--- config.mk ---
export PLATFORM = sky130hd
export DESIGN_NAME = counter_nbit_updn
export DESIGN_NICKNAME = d
export VERILOG_FILES = /design/src/rtl/counter_nbit_updn.sv
export SDC_FILE = /design/constraint.sdc
export NUM_CORES = 1
export LEC_CHECK = 0
export ABC_CLOCK_PERIOD_IN_PS = 1700
export CAP_MARGIN = 20
export CORE_AREA = 2 2 39 41
export DETAILED_ROUTE_END_ITERATION = 12
export DIE_AREA = 0 0 41 43
export PLACE_DENSITY_LB_ADDON = 0.25
export REMOVE_ABC_BUFFERS = 1
export SYNTH_ARGS = -nofsm -noshare
export SYNTH_HDL_FRONTEND = slang
export SYNTH_SLANG_ARGS = --single-unit
--- constraint.sdc ---
create_clock -name clk -period 1.7 [get_ports clk]
set_input_delay 0.34 -clock clk [delete_from_list [all_inputs] [get_ports clk]]
set_output_delay 0.34 -clock clk [all_outputs]
set_load 0.05 [all_outputs]
--- src/rtl/counter_nbit_updn.sv ---
// rtl/counter_nbit_updn.sv - N-bit up/down modulo counter with wrap/saturate and terminal count
// Optional sticky overflow flag (ports ovf_clr/ovf) enabled by defining CNT_OVF_STICKY_EN.
module counter_nbit_updn #(
  parameter int WIDTH    = 4,
  parameter int MODULO   = 16,
  parameter int SAT_MODE = 0
) (
  input  logic             clk,
  input  logic             rst_n,
  input  logic             clr,
  input  logic             load,
  input  logic [WIDTH-1:0] load_val,
  input  logic             en,
  input  logic             up_dn,
`ifdef CNT_OVF_STICKY_EN
  input  logic             ovf_clr,
  output logic             ovf,
`endif
  output logic [WIDTH-1:0] count,
  output logic             tc,
  output logic             wrap
);

  localparam logic [WIDTH:0] MAX_EXT = (WIDTH+1)'(MODULO - 1);
  localparam logic [WIDTH:0] ONE_EXT = (WIDTH+1)'(1);
  localparam bit             SAT     = (SAT_MODE != 0);

  logic [WIDTH:0] cnt_ext;
  logic [WIDTH:0] next_ext;
  logic [WIDTH:0] load_ext;
  logic           at_top;
  logic           at_bot;

  assign cnt_ext = {1'b0, count};
  assign at_top  = (cnt_ext == MAX_EXT);
  assign at_bot  = (count == '0);

  // tc doubles as the end-of-range event when counting proceeds this cycle
  assign tc = en & ((up_dn & at_top) | (~up_dn & at_bot));

  always_comb begin
    next_ext = cnt_ext;
    if (up_dn) begin
      if (at_top) next_ext = SAT ? MAX_EXT : '0;
      else        next_ext = cnt_ext + ONE_EXT;
    end else begin
      if (at_bot) next_ext = SAT ? '0 : MAX_EXT;
      else        next_ext = cnt_ext - ONE_EXT;
    end
  end

  always_comb begin
    load_ext = {1'b0, load_val};
    if (load_ext > MAX_EXT) load_ext = MAX_EXT;
  end

  logic unused_msb;
  assign unused_msb = &{1'b0, next_ext[WIDTH], load_ext[WIDTH]};

  always_ff @(posedge clk) begin
    if (!rst_n) begin
      count <= '0;
      wrap  <= 1'b0;
    end else if (clr) begin
      count <= '0;
      wrap  <= 1'b0;
    end else if (load) begin
      count <= load_ext[WIDTH-1:0];
      wrap  <= 1'b0;
    end else if (en) begin
      count <= next_ext[WIDTH-1:0];
      wrap  <= tc;
    end else begin
      wrap  <= 1'b0;
    end
  end

`ifdef CNT_OVF_STICKY_EN
  // a same-cycle event beats ovf_clr
  always_ff @(posedge clk) begin
    if (!rst_n)                 ovf <= 1'b0;
    else if (clr)               ovf <= 1'b0;
    else if (!load && tc)       ovf <= 1'b1;
    else if (ovf_clr)           ovf <= 1'b0;
  end
`endif

endmodule
==> results_dict.tcl <==
set metrics [dict create \
    combinational_family_with_the_most_area_after_synthesis "simple AND/OR/NAND/NOR gates" \
    final_core_utilization 0.502 \
    dp_cells 85 \
    share_comb_of_total_power 0.367 \
    placement.io_buffers 15 \
    r2r.worst_path.cells 6 \
    place_worst_setup_slack_ns -0.308 \
    setup_repair_after_global_routing_missed_its_margin "true" \
    core.rowCount 14 \
    post_synth_fa_ha_maj_area_fraction 0.0690 \
    fp.dieArea_um2 1760 \
    asyncSetResetFlopFracSynth 0 \
    tritoncts "built" \
    finalHoldViolCount 0 \
    maximum_number_of_pins_on_one_net_before_global_route_repair 12 \
    overall_die_height_um 43 \
    critPathCaptureType "output pin" \
    netlist_instances 45 \
    syn_area_um2 363 \
    syn_area_per_cell_um2 8.06 \
    drt_drc_violations_left 0 \
    finalClockSkew_ns 0.00877 \
    synth_xor_xnor_area_share 0.0483 \
    worst-slew-pin-transition_ns 0.444 \
    internal_power_component_uw 295 \
    irDropWorstVdd_v 0.000290 \
    drtIter0Drc 8 \
    synth-compound-area-share 0.241 \
    finalWorstPathRequiredPeriod_ns 1.97 \
    place_hpwl_um 733 \
    failed_checks "negative setup slack" \
    final_instance_area_um2 694 \
    post-synth-top-count-cell "a21oi_1" \
    fin_crit_sh 1.16 \
    cts_htree_levels 1 \
    holdWs_ns 0.669 \
    insertion_delay_ns 0.25 \
    count_of_max_cap_constraint_violations 0 \
    final_layout_size_suffix_gt1_frac 0.392 \
    worstPathCellList "inv_2 -> ha_4 -> or4b_4 -> a21oi_2 -> buf_4 -> buf_12" \
    timing_max_transition_violations_final 0 \
    netSwitchingFraction 0.306 \
    worst_case_setup_margin_in_the_final_layout_ns -0.266 \
    critical_path.max_fanout 2 \
    min-delay-path-class "primary input to flip-flop" \
    initial_core_util 0.262 \
    filler_instances 135 \
    grt_pass1_vias 356 \
    cts.reportedPaths.clkPinSlew_ns 0.04 \
    area_delta_synth_final_pct 91.4 \
    routabilityCongestion 0.741 \
    ant_nets 0 \
    globalRouteOverflowTotal 0 \
    postSynthRegisterBits 5 \
    achievable_frequency_mhz 509 \
    slowest_stage "or4b_4" \
    power.switching_uw 130 \
    first_pass_grt_wire_length_um 1520 \
    status "finished with violations" \
    power-per-cell-area_nw_per_um2 612 \
    final_net_count 87 \
    synth_warnings 0 \
    post_layout_nonfiller_instances 90 \
    die_w_um 41 \
    timing.max_slew.rel_slack 0.703 \
    crit_type "flip-flop to output pin" \
    drt-vias-per-instance 4.69 \
    yosys.area.top_type_share 0.276 \
    dpl_cell_area_um2 639 \
    cts.sink_count 5 \
    synthDistinctLibCells 24 \
    synthTopCellsByArea "dfxtp_1, a21oi_1, ha_1" \
    area_fraction_in_and_or_nand_and_nor_cells_after_synthesis 0.276 \
    seq_power_share 0.298 \
    yosys_most_used_dff "dfxtp_1" \
    critPathMaxStageDelay_ns 0.46 \
    routed-via-count 422 \
    finalSetupViolCount 1 \
    cp-start-kind "flip-flop" \
    cts_buffers 3 \
    synth.yosys.seq_area_share 0.276 \
    cts-root-buf "clkbuf_4" \
    synth_top_area_cell "dfxtp_1" \
    core_area_um2 1380 \
    track_usage 0.132 \
    synth_common_cells "a21oi_1, dfxtp_1, inv_1" \
    grt_antenna_before_repair 0 \
    cellLeakagePower_uw 0.000299 \
    worst_hold_path.num_cells 3 \
    clkPwrFrac 0.335 \
    routed_wirelength_um 1060 \
    post_drt_wl_per_cell_um 11.8 \
    drt_pre_antenna_iters 4 \
    critPathArrivalTime_ns 1.63 \
    n_antenna_cell 0 \
    yosys-mux-area-fraction 0.0276 \
    crit_required_ns 1.36 \
    clock_path_buffers 2 \
    synth_edf_count 0 \
    design.portCount 16 \
]
-- repair_timing --
| item | 4_1_cts | 5_1_grt |
|---|---|---|
| pin swaps | 2 | 2 |
| setup buffers | 0 | 1 |
| hold buffers | 0 | 0 |
| setup endpoints to repair | 1 | 1 |
| gates resized for setup | 9 | 0 |
-- worst max-delay path: cells and delay by family (launching register included) --
family / cells / cell delay (ns)
fa+ha+maj: 1 / 0.14
simple gates: 1 / 0.46
buf+inv: 3 / 0.33
flops: 1 / 0.32
compound gates: 1 / 0.13
-- layer usage --
metal  part of all wire  GRT usage  vias to the layer above
li1                   -          -                      221
met1               0.45      0.157                      189
met2               0.50      0.203                       12
met3              0.046     0.0785                        0
met4                  0     0.0200                        0
met5                  0          0                        -
-- through the flow --
stage          power, uW  TNS (ns)
2_1_floorplan        192     -1.50
3_3_place_gp         272    -0.439
3_5_place_dp         272    -0.409
4_1_cts              422    -0.278
5_1_grt              446    -0.322
6_report             425    -0.266
-- kinds of logic (layout without fill, tap and decap cells) --
family | count (synthesis) | after routing
and+or+nand+nor | 16 | 16
muxes | 1 | 1
xor gates and xnor gates | 2 | 2
adders and majority gates | 2 | 2
DFF | 5 | 5
buffers and inverters | 6 | 35
AOI/OAI and AO/OA | 13 | 13
-- power by group through the flow --
stage | registers, uW | clock network [uW] | logic (uW)
finish | 127 | 143 | 156
global route | 127 | 154 | 165
CTS | 127 | 145 | 151
detailed placement | 128 | 0 | 144
global placement | 127 | 0 | 145
floorplan | 150 | 0 | 42.0
-- cell type report --
type / count / area [um^2] / area share
tap: 16 / 20.0 / 0.0288
sequential: 5 / 103 / 0.148
inverter: 5 / 18.8 / 0.0270
clock buffer: 4 / 26.3 / 0.0378
multi-input combinational: 34 / 260 / 0.375
timing repair buffer: 26 / 267 / 0.384
-- flip-flops by register name (all words and copies together) (netlist names) --
name and flops:
count 4, wrap 1
-- worst paths after layout --
| path | from | end | slack [ns] |
|---|---|---|---|
| setup / recovery | count[0] | tc | -0.27 |
| hold reg to reg | count[3] | count[0] | 0.72 |
| hold / removal | load_val[0] | count[0] | 0.67 |
| setup reg to reg | count[0] | count[0] | 0.21 |
-- cell usage in the layout (no fill, tap or decap), drive strengths merged, types with 2 or more instances in the layout --
cell type and count:
buf 17, clkdlybuf4s50 8, a21oi 6, inv 5, dfxtp 5, nand2 4
clkbuf 4, nor2 3, o21ai 2, nand4b 2, ha 2
Power figures use the tool's default switching activity.
